### config.mk
export PLATFORM = sky130hd
export DESIGN_NAME = axis_md_broadcaster_flat
export DESIGN_NICKNAME = d
export VERILOG_FILES = /design/src/rtl/axis_md_broadcaster_if.sv /design/src/rtl/axis_md_broadcaster.sv /design/src/flat_wrapper.sv
export SDC_FILE = /design/constraint.sdc
export NUM_CORES = 1
export LEC_CHECK = 0
export BUFFER_PORTS_ARGS = -buffer_cell sky130_fd_sc_hd__buf_2
export CORE_AREA = 2 2 694 696
export CTS_BUF_LIST = sky130_fd_sc_hd__clkbuf_16
export CTS_CLUSTER_SIZE = 40
export DETAILED_ROUTE_END_ITERATION = 7
export DIE_AREA = 0 0 696 698
export SKIP_CTS_REPAIR_TIMING = 1
export SYNTH_ARGS = -nofsm -noshare
export SYNTH_HDL_FRONTEND = slang
export SYNTH_SLANG_ARGS = --single-unit
### constraint.sdc
create_clock -name clk -period 2.05 [get_ports clk]
set_clock_uncertainty 0.05 [all_clocks]
set_input_delay 0.205 -clock clk [delete_from_list [all_inputs] [get_ports clk]]
set_output_delay 0.205 -clock clk [all_outputs]
set_load 0.1 [all_outputs]
### src/rtl/axis_md_broadcaster_if.sv
// Bus bundle for the multi-destination AXI-Stream broadcaster: one input
// stream, NUM_OUT packed output streams, the per-packet output mask and
// the packet counter.
interface axis_md_broadcaster_if #(
   parameter int DW      = 512,
   parameter int NUM_OUT = 2,
   parameter int CNT_W   = 32
);
   logic [DW-1:0]             AXIS_IN_TDATA;
   logic [DW/8-1:0]           AXIS_IN_TKEEP;
   logic                      AXIS_IN_TLAST;
   logic                      AXIS_IN_TVALID;
   logic                      AXIS_IN_TREADY;
   logic [NUM_OUT-1:0]        OUT_MASK;
   logic [NUM_OUT*DW-1:0]     AXIS_OUT_TDATA;
   logic [NUM_OUT*DW/8-1:0]   AXIS_OUT_TKEEP;
   logic [NUM_OUT-1:0]        AXIS_OUT_TLAST;
   logic [NUM_OUT-1:0]        AXIS_OUT_TVALID;
   logic [NUM_OUT-1:0]        AXIS_OUT_TREADY;
   logic [CNT_W-1:0]          PKT_CNT;

   // Traffic source / sink side (drives the input stream and output readies)
   modport master (
      output AXIS_IN_TDATA, AXIS_IN_TKEEP, AXIS_IN_TLAST, AXIS_IN_TVALID,
      input  AXIS_IN_TREADY,
      output OUT_MASK,
      input  AXIS_OUT_TDATA, AXIS_OUT_TKEEP, AXIS_OUT_TLAST, AXIS_OUT_TVALID,
      output AXIS_OUT_TREADY,
      input  PKT_CNT
   );

   // Broadcaster side
   modport slave (
      input  AXIS_IN_TDATA, AXIS_IN_TKEEP, AXIS_IN_TLAST, AXIS_IN_TVALID,
      output AXIS_IN_TREADY,
      input  OUT_MASK,
      output AXIS_OUT_TDATA, AXIS_OUT_TKEEP, AXIS_OUT_TLAST, AXIS_OUT_TVALID,
      input  AXIS_OUT_TREADY,
      output PKT_CNT
   );
endinterface

### src/rtl/axis_md_broadcaster.sv
// Multi-destination AXI-Stream broadcaster. A single shared beat register
// feeds every output; a pending vector tracks which enabled outputs still
// owe a handshake for the held beat. The output mask is latched at start of
// packet so mask changes only take effect on packet boundaries.
module axis_md_broadcaster #(
   parameter int DW      = 512,
   parameter int NUM_OUT = 2,
   parameter int CNT_W   = 32
) (
   input  logic                 clk,
   input  logic                 resetn,
   axis_md_broadcaster_if.slave bus
);
   localparam int KW = DW / 8;

   logic [DW-1:0]      data_reg;
   logic [KW-1:0]      keep_reg;
   logic               last_reg;
   logic [NUM_OUT-1:0] pending_reg;
   logic [NUM_OUT-1:0] pending_next;
   logic [NUM_OUT-1:0] pkt_mask_reg;
   logic [NUM_OUT-1:0] active_mask;
   logic [NUM_OUT-1:0] stalled;
   logic               sop_reg;
   logic [CNT_W-1:0]   cnt_reg;
   logic               in_ready;
   logic               accept;

   // Handshake bookkeeping: input is ready once no pending output is stalled,
   // so a full drain and a fresh load can share one edge.
   always_comb begin
      stalled      = pending_reg & ~bus.AXIS_OUT_TREADY;
      in_ready     = (stalled == '0);
      accept       = bus.AXIS_IN_TVALID & in_ready;
      active_mask  = sop_reg ? bus.OUT_MASK : pkt_mask_reg;
      pending_next = accept ? active_mask : stalled;
   end

   // Shared beat register, reloaded on every accepted beat
   always_ff @(posedge clk or negedge resetn) begin
      if (!resetn) begin
         data_reg <= '0;
         keep_reg <= '0;
         last_reg <= 1'b0;
      end else if (accept) begin
         data_reg <= bus.AXIS_IN_TDATA;
         keep_reg <= bus.AXIS_IN_TKEEP;
         last_reg <= bus.AXIS_IN_TLAST;
      end
   end

   // Per-output pending bits: cleared on completion, reloaded from the mask
   always_ff @(posedge clk or negedge resetn) begin
      if (!resetn) begin
         pending_reg <= '0;
      end else begin
         pending_reg <= pending_next;
      end
   end

   // Packet framing: track start of packet and latch the mask for its duration
   always_ff @(posedge clk or negedge resetn) begin
      if (!resetn) begin
         sop_reg      <= 1'b1;
         pkt_mask_reg <= '0;
      end else if (accept) begin
         sop_reg <= bus.AXIS_IN_TLAST;
         if (sop_reg) begin
            pkt_mask_reg <= bus.OUT_MASK;
         end
      end
   end

   // Packet counter: one count per accepted last beat, including masked packets
   always_ff @(posedge clk or negedge resetn) begin
      if (!resetn) begin
         cnt_reg <= '0;
      end else if (accept && bus.AXIS_IN_TLAST) begin
         cnt_reg <= cnt_reg + 1'b1;
      end
   end

   assign bus.AXIS_IN_TREADY  = in_ready;
   assign bus.AXIS_OUT_TVALID = pending_reg;
   assign bus.PKT_CNT         = cnt_reg;

   // Every output lane carries the same registered beat
   generate
      for (genvar gi = 0; gi < NUM_OUT; gi++) begin : g_lane
         assign bus.AXIS_OUT_TDATA[gi*DW +: DW] = data_reg;
         assign bus.AXIS_OUT_TKEEP[gi*KW +: KW] = keep_reg;
         assign bus.AXIS_OUT_TLAST[gi]          = last_reg;
      end
   endgenerate
endmodule

### src/flat_wrapper.sv
// flat-port wrapper written by rule: the top's interface ports become plain ports
module axis_md_broadcaster_flat 
#(
   parameter int DW      = 512,
   parameter int NUM_OUT = 2,
   parameter int CNT_W   = 32
)
  (clk, resetn, bus_AXIS_IN_TDATA, bus_AXIS_IN_TKEEP, bus_AXIS_IN_TLAST, bus_AXIS_IN_TVALID, bus_AXIS_IN_TREADY, bus_OUT_MASK, bus_AXIS_OUT_TDATA, bus_AXIS_OUT_TKEEP, bus_AXIS_OUT_TLAST, bus_AXIS_OUT_TVALID, bus_AXIS_OUT_TREADY, bus_PKT_CNT);
  axis_md_broadcaster_if #(.DW(DW), .NUM_OUT(NUM_OUT), .CNT_W(CNT_W)) bus_i ();
  input  logic clk;
  input  logic resetn;
  input wire logic [$bits(bus_i.AXIS_IN_TDATA)-1:0] bus_AXIS_IN_TDATA;
  input wire logic [$bits(bus_i.AXIS_IN_TKEEP)-1:0] bus_AXIS_IN_TKEEP;
  input wire logic [$bits(bus_i.AXIS_IN_TLAST)-1:0] bus_AXIS_IN_TLAST;
  input wire logic [$bits(bus_i.AXIS_IN_TVALID)-1:0] bus_AXIS_IN_TVALID;
  output wire logic [$bits(bus_i.AXIS_IN_TREADY)-1:0] bus_AXIS_IN_TREADY;
  input wire logic [$bits(bus_i.OUT_MASK)-1:0] bus_OUT_MASK;
  output wire logic [$bits(bus_i.AXIS_OUT_TDATA)-1:0] bus_AXIS_OUT_TDATA;
  output wire logic [$bits(bus_i.AXIS_OUT_TKEEP)-1:0] bus_AXIS_OUT_TKEEP;
  output wire logic [$bits(bus_i.AXIS_OUT_TLAST)-1:0] bus_AXIS_OUT_TLAST;
  output wire logic [$bits(bus_i.AXIS_OUT_TVALID)-1:0] bus_AXIS_OUT_TVALID;
  input wire logic [$bits(bus_i.AXIS_OUT_TREADY)-1:0] bus_AXIS_OUT_TREADY;
  output wire logic [$bits(bus_i.PKT_CNT)-1:0] bus_PKT_CNT;
  assign bus_i.AXIS_IN_TDATA = bus_AXIS_IN_TDATA;
  assign bus_i.AXIS_IN_TKEEP = bus_AXIS_IN_TKEEP;
  assign bus_i.AXIS_IN_TLAST = bus_AXIS_IN_TLAST;
  assign bus_i.AXIS_IN_TVALID = bus_AXIS_IN_TVALID;
  assign bus_AXIS_IN_TREADY = bus_i.AXIS_IN_TREADY;
  assign bus_i.OUT_MASK = bus_OUT_MASK;
  assign bus_AXIS_OUT_TDATA = bus_i.AXIS_OUT_TDATA;
  assign bus_AXIS_OUT_TKEEP = bus_i.AXIS_OUT_TKEEP;
  assign bus_AXIS_OUT_TLAST = bus_i.AXIS_OUT_TLAST;
  assign bus_AXIS_OUT_TVALID = bus_i.AXIS_OUT_TVALID;
  assign bus_i.AXIS_OUT_TREADY = bus_AXIS_OUT_TREADY;
  assign bus_PKT_CNT = bus_i.PKT_CNT;
  axis_md_broadcaster #(.DW(DW), .NUM_OUT(NUM_OUT), .CNT_W(CNT_W)) u_core (.clk(clk), .resetn(resetn), .bus(bus_i));
endmodule
# Word level (Yosys, flattened, before mapping)
# Index checks and enable logic that the tools add are counted.
word_totals:
  register_bits: 614
  word_cells: 15
  inputBits: 584
  out_inout_bits: 1189
op_classes:
  n_addsub: 1
  muxes: 2
  n_bitwise: 3
  n_reduce_logical: 2
ops:
  columns: ["op", "n"]
  rows:
  - ["32-bit by 1-bit adder with 32-bit output (second input constant)", 1]
  - ["2-bit 2-to-1 mux", 2]
  - ["2-bit AND", 1]
  - ["2-bit zero test", 1]
  - ["2-bit inverter", 1]
  - ["1-bit AND", 1]
  - ["1-bit logical AND", 1]

# Logic depth before layout (Yosys ltp)
# Gate-level depths: netlist of run 1.
logic_depth:
  word_depth: 5
  mapped_depth: 8

# Worst setup path after synthesis of run 1
# No wires, ideal clock.
synth_timing:
  path_type: "flip-flop to flip-flop"
  startpoint: "register u_core.cnt_reg[12] (netlist: u_core.bus.PKT_CNT[12])"
  endpoint: "register u_core.cnt_reg[22] (netlist: u_core.bus.PKT_CNT[22])"
  path_slack_ns: -0.442
  synth_period_minus_slack_ns: 2.492
  arrival_ns: 2.361
  path_stages_with_launch: 7
  setup_ns: 0.081
  path_cell_list: "dfrtp_1 > and3_4 > nand4_1 > or4_4 > buf_6 > nor3_4 > xnor2_1"
synth_between:
  elab_chain_cells: 1
synth_lines:
  columns: ["item", "line_no", "text"]
  rows:
  - ["start: declaration", "axis_md_broadcaster.sv:25", "logic [CNT_W-1:0] cnt_reg;"]
  - ["start signal: assignment", "axis_md_broadcaster.sv:79", "cnt_reg <= cnt_reg + 1'b1;"]
  - ["32-bit by 1-bit adder with 32-bit output", "axis_md_broadcaster.sv:79", null]
# Every way passes these cells.
# A chain may end at the register's enable or synchronous reset.

# Worst setup path in the final report of run 1
layout_timing:
  startpoint: "register u_core.cnt_reg[0] (netlist: u_core.bus.PKT_CNT[0])"
  endpoint: "register u_core.cnt_reg[17] (netlist: u_core.bus.PKT_CNT[17])"
# Same word-level chain as after synthesis.

==> qor.txt, run 1 <==
Most frequent cells in the layout = nand2_1 (1743), buf_2 (1166), dlygate4sd3_1 (590)
Post-Synth XOR/XNOR Area = 0.988%
I/O pin cnt = 1773
Die Ht = 698 um
Initial DRC Count = 2586
Synth Area in Adders = 0.0455%
Number of antenna violations at the first check in global routing = 100
Worst hold path depth = 4
Crit Reg-Reg Endpoint = u_core.bus.PKT_CNT[17]
H-tree depth = 3
Yosys Warn Count = 0
Worst slew margin = 33.8%
Worst Hold Class = input port to flip-flop
Primary FF master, synth = dfrtp_1
Storage element area = 15500 um^2
Initial Util = 5.76%
Failing checks = setup timing
Final Non-Filler Cells = 11500
Area Growth Syn to Fin = 88.7%
Clock tree buffer depth = 4
Worst-margin pin slew = 990 ps
Final Max Tran Viols = 0
Post-synthesis sequential area ratio = 55.9%
Buffers & Inverters on Critical Path = 3
Vias in the first global route = 25600
Post-synth EDFFs = 0
TritonCTS Buffers = 84
Inst Count DP = 10800
CTS tree = done
# fillers = 55000
Non-Filler Cell Area, Final = 51900 um^2
Leading cell type in the layout, fill and taps excluded = nand2_1
Worst slack, placed = -358 ps
Max reg flops = 512
Library cells used by synthesis = 31
Vias/cell = 2.59
Post-synthesis mux area share = 0.196%
Clock Pin Slew Worst Setup and Hold Paths = 60 ps
Final setup fails = 7
Crit path time final = 2170 ps
Placed cell areas = 42000 um^2
Post-synthesis compound-gate area fraction = 0.0364%
Peak Freq = 460 MHz
Global-route wire length before repair = 392 mm
IO Port Bufs = 1772
Status = complete, but fails checks
Nets = 5633
CP Capture Type = flip-flop
Hold Vio Cnt, Final = 0
Most used cell along the critical path = buf_4
DRT Wirelength = 344 mm
Syn Nets = 3747
Gpl congestion = 1.10
Die area = 486000 um^2
WHS = 44.3 ps
Post-synth top area cell = dfrtp_1
Hold endpoint = u_core.data_reg[511]
Share of the synthesized area in the top cell type = 55.8%
Largest net degree at the start of global routing = 98
Die width = 696 um
Crit-path slowest cell = dfrtp_4
Final setup margin = -122 ps
Root Driver = clkbuf_16
Ys async rst share = 100%
Max_cap viols = 0
Num Clock Sinks = 614
Worst-path maximum fanout = 7
Clk Latency, worst-skew pair = 810 ps
Reg2reg path depth = 8
Syn_area_per_cell = 8.69 um^2
RSZ-0062 raised after global routing = yes
First-pass DRT Iterations = 6
Cell family with most CP delay = simple AND/OR/NAND/NOR gates
Mapped Area = 27500 um^2
Row cnt = 254
R2R Path Start = u_core.bus.PKT_CNT[0]
Final ANT Viol Nets = 0
Worst path cell trace = and2_4 -> nand4_1 -> buf_4 -> nor4_4 -> buf_12 -> buf_4 -> nand2_4 -> xnor2_2
Arr. time, crit path = 2810 ps
Tcrit/Tclk final = 106%
Dominant cells by area after synthesis = dfrtp_1 (56%), nand2_1 (24%), buf_4 (16%)
Hold Path Origin = bus_AXIS_IN_TDATA[511]
Gr usage total = 13.2%
Residual DRC = 0
Simple-Gate Fraction of Synth Area = 25.1%
Routed WL per cell = 29.8 um
Share of layout cells above drive strength 1 = 41.4%
Worst setup SP type = flip-flop
Core Region = 478000 um^2
Total grt overflow = 0
Yosys reg bits = 614
Main combinational cell family by area after synthesis = simple AND/OR/NAND/NOR gates
Setup Crit Path Kind = flip-flop to flip-flop
Synth Instances = 3162
Via count = 29800
Post-DP HPWL = 309 mm
Reg-to-reg slack, setup = -120 ps
Area of the multi-input gates = 7390 um^2
CP required = 2690 ps
Largest stage delay, worst path = 420 ps
==> kinds of logic (layout without fill, tap and decap cells) <==
family	after synthesis	in the layout
xor gates and xnor gates	31	31
buffers and inverters	711	2660
DFF	614	614
and+or+nand+nor	1798	1798
muxes	5	5
adders and majority gates	1	1
other	0	33
AOI/OAI and AO/OA	2	2
==> cell usage after synthesis (3+ instances only) <==
library cell and n:
nand2_1 1748, nand3_1 7, nor2_1 6, clkbuf_1 89, buf_2 35, inv_1 3
xnor2_1 20, xor2_1 11, buf_4 578, dfrtp_1 613, and3_1 7, mux2_2 3
and2_1 5, nand4_1 10, buf_1 5
==> how the worst max path moves through the flow <==
| stage | startpoint | endpoint | slack [ps] | cells after the start |
|---|---|---|---|---|
| after floorplan | u_core.bus.AXIS_OUT_TVALID[0] | u_core.bus.PKT_CNT[22] | -20 | 6 |
| after global placement | u_core.bus.PKT_CNT[16] | u_core.bus.PKT_CNT[26] | -430 | 5 |
| after detailed placement | u_core.bus.PKT_CNT[16] | u_core.bus.PKT_CNT[26] | -360 | 5 |
| after CTS | u_core.bus.PKT_CNT[31] | bus_PKT_CNT[31] | -410 | 1 |
| after global routing | u_core.bus.PKT_CNT[1] | u_core.bus.PKT_CNT[29] | -140 | 7 |
| final | u_core.bus.PKT_CNT[0] | u_core.bus.PKT_CNT[17] | -120 | 8 |
==> cell type report <==
| class | instances | share of cell area (%) |
|---|---|---|
| Clock buffer | 84 | 4.05 |
| Sequential cell | 614 | 29.8 |
| Multi-Input combinational cell | 1837 | 14.2 |
| Timing Repair Buffer | 2508 | 35.1 |
| Clock inverter | 65 | 1.19 |
| Inverter | 3 | 0.0217 |
| Antenna cell | 33 | 0.159 |
| Tap cell | 6400 | 15.4 |
==> layer usage <==
metal | up-vias | track usage [%] | wire, um | part of all wire [%]
li1 | 12900 | - | - | -
met1 | 14400 | 13.3 | 117000 | 34
met2 | 1981 | 21.0 | 156000 | 45
met3 | 543 | 9.92 | 57500 | 17
met4 | 62 | 4.57 | 13600 | 4.0
met5 | - | 0.188 | 671 | 0.19
==> metrics by stage <==
step / setup TNS (ps) / util, %
6_report: -549 / 10.9
5_1_grt: -1380 / 10.9
4_1_cts: -39800 / 9.36
3_5_place_dp: -6260 / 8.79
3_3_place_gp: -6130 / 8.79
2_1_floorplan: -24.9 / -
==> worst register-to-register path, delay by kind of cell, from the launching register on <==
| kind | cells | cell delay, ps |
|---|---|---|
| buffers and inverters | 3 | 720 |
| xor gates and xnor gates | 1 | 120 |
| DFF | 1 | 420 |
| and+or+nand+nor | 4 | 750 |
Power of run 1 is left out: the tool's default activity adds up to more than one toggle a clock period on the data nets, which glitch-free logic cannot reach.
==> inputs of run 2 (changes only) <==
==> constraint.sdc (replaced) <==
create_clock -name clk -period 2.05 [get_ports clk]
set_clock_uncertainty 0.05 [all_clocks]
set_input_delay 0.205 -clock clk [delete_from_list [all_inputs] [get_ports clk]]
set_output_delay 0.205 -clock clk [all_outputs]
set_load 0.02 [all_outputs]
==> qor.txt, run 2 (synthesized netlist as in run 1, its figures left out) <==
Worst Setup SP = bus_AXIS_IN_TVALID
Setup Crit Path Kind = input port to flip-flop
RSZ-0062 raised after global routing = yes
I/O pin cnt = 1773 (unchanged)
Number of antenna violations at the first check in global routing = 133 (+33%)
First-pass DRT Iterations = 6 (unchanged)
Share of layout cells above drive strength 1 = 39.8% (-1.6 points)
R2R Path Start = u_core.bus.AXIS_OUT_TVALID[0]
Largest net degree at the start of global routing = 108 (+10%)
Gpl congestion = 1.19 (+8.2%)
Clk Latency, worst-skew pair = 790 ps (-20 ps)
# fillers = 55200 (+0.45%)
H-tree depth = 3 (unchanged)
Placed cell areas = 40700 um^2 (-3.0%)
Post-DP HPWL = 300 mm (-2.7%)
Num Clock Sinks = 614 (unchanged)
Crit Reg-Reg Endpoint = u_core.data_reg[113]
Status = complete, but fails checks
CP required = 2660 ps (-30 ps)
Area Growth Syn to Fin = 79.7%
Peak Freq = 472 MHz (+2.6%)
Failing checks = setup timing
Die Ht = 698 um (unchanged)
Clock network fraction of total power = 18.3%
Worst Hold Class = input port to async pin
Combinational share of power = 55.2%
CTS tree = done
Tot Pwr = 0.0822 W
Max_cap viols = 0 (unchanged)
Leading cell type in the layout, fill and taps excluded = buf_2
Final ANT Viol Nets = 0 (unchanged)
Most frequent cells in the layout = buf_2 (1749), nand2_1 (1748), dfrtp_1 (608)
Worst path cell trace = dlygate4sd3_1 -> buf_2 -> nand3_4 -> buf_12 -> buf_12 -> nand2_1 -> nand2_1
Final setup fails = 73 (+66)
Vias in the first global route = 25100 (-1.7%)
Routed WL per cell = 29.2 um (-2.3%)
Reg2reg path depth = 6 (-2)
PwrDens = 1660 nW/um^2
Tcrit/Tclk final = 103% (-2.7 points)
Residual DRC = 0 (unchanged)
Crit path time final = 2120 ps (-54.9 ps)
IO Port Bufs = 1772 (unchanged)
Core Region = 478000 um^2 (unchanged)
Worst-path maximum fanout = 59 (+52)
Nets = 5583 (-0.89%)
Switch share = 57.6%
Global-route wire length before repair = 383 mm (-2.2%)
Largest stage delay, worst path = 980 ps (+560 ps)
Clock Pin Slew Worst Setup and Hold Paths = 60 ps (about the same)
TritonCTS Buffers = 83 (-1.2%)
DRT Wirelength = 336 mm (-2.5%)
Clock tree buffer depth = 4 (unchanged)
Non-Filler Cell Area, Final = 49400 um^2 (-4.8%)
Hold Vio Cnt, Final = 0 (unchanged)
Die area = 486000 um^2 (unchanged)
Net Switching = 0.0474 W
CP Capture Type = flip-flop
Initial Util = 5.76% (unchanged)
Worst setup SP type = input port
Arr. time, crit path = 2730 ps (-80 ps)
Max reg flops = 512 (unchanged)
Initial DRC Count = 2725 (+5.4%)
Crit-path slowest cell = dlygate4sd3_1
Final setup margin = -67.4 ps (+54.9 ps)
Total grt overflow = 0 (unchanged)
Worst-margin pin slew = 842 ps (-149 ps)
Internal power = 0.0348 W
Peak VDD IR = 0.853 mV
P_leak = 24.8 nW
Final Max Tran Viols = 0 (unchanged)
Root Driver = clkbuf_16
Worst slew margin = 43.7% (+10 points)
Via count = 29800 (-0.16%)
Reg-to-reg slack, setup = 140 ps (+260 ps)
Row cnt = 254 (unchanged)
Final Non-Filler Cells = 11500 (-0.29%)
Die width = 696 um (unchanged)
Flop pwr share = 26.5%
Vias/cell = 2.59 (+0.13%)
Inst Count DP = 10700 (-0.35%)
Gr usage total = 12.9% (-0.33 points)
-- run 2: changes by cell type in the layout (fill, tap and decap cells not counted), sizes merged --
cell	before	now
inv	21	18
buf	1619	1858
dlygate4sd3	590	584
clkinv	33	28
diode	33	56
clkbuf	383	101
bufinv	9	10
-- run 2: worst max-delay path by stage --
stage	end	slack (ps)
2_1_floorplan	u_core.bus.PKT_CNT[22]	160
3_3_place_gp	u_core.data_reg[238]	160
3_5_place_dp	u_core.data_reg[105]	140
4_1_cts	bus_AXIS_IN_TREADY	-220
5_1_grt	bus_AXIS_IN_TREADY	-40
6_report	u_core.data_reg[113]	-70
-- run 2: routing by layer --
layer	up-vias	share of wire (%)	track usage (%)
met3	604	15	8.97
met2	1942	45	20.6
met4	82	4.7	5.04
met5	-	0.16	0.0396
met1	14400	35	13.0
li1	12800	-	-
-- run 2: cell type report --
| type | instances | area, um^2 | area share (%) |
|---|---|---|---|
| timing repair buffer | 2459 | 16000 | 32.3 |
| sequential | 614 | 15400 | 31.1 |
| tap | 6400 | 8010 | 16.2 |
| multi-input combinational | 1837 | 7270 | 14.7 |
| clock buffer | 84 | 2100 | 4.25 |
| clock inverter | 58 | 557 | 1.13 |
| antenna | 56 | 140 | 0.284 |
| inverter | 3 | 11.3 | 0.0228 |
-- run 2: power groups by stage --
stage | Combinational [W] | Sequential [W] | Clock [W]
floorplan | 0.0169 | 0.0251 | 0
global placement | 0.0458 | 0.0217 | 0
detailed placement | 0.0458 | 0.0219 | 0
CTS | 0.0458 | 0.0217 | 0.0156
global route | 0.0481 | 0.0222 | 0.0159
finish | 0.0454 | 0.0218 | 0.0150
-- run 2: worst max-delay path: cells and delay by family --
family | cells | cell delay (ps)
buffers and inverters | 4 | 1860
AND/OR/NAND/NOR | 3 | 280
-- run 2: metrics by stage --
step | hold slack [ps] | setup TNS, ps | utilization [%] | setup slack [ps]
floorplan | -141 | 0 | - | 157
global placement | 34.3 | 0 | 8.52 | 163
detailed placement | 37.1 | 0 | 8.52 | 138
CTS | -864 | -3390 | 9.08 | -223
global route | 26.8 | -68.1 | 10.3 | -40.3
finish | 58.4 | -1930 | 10.3 | -67.4
No activity file was read; power rests on OpenSTA's default activity.
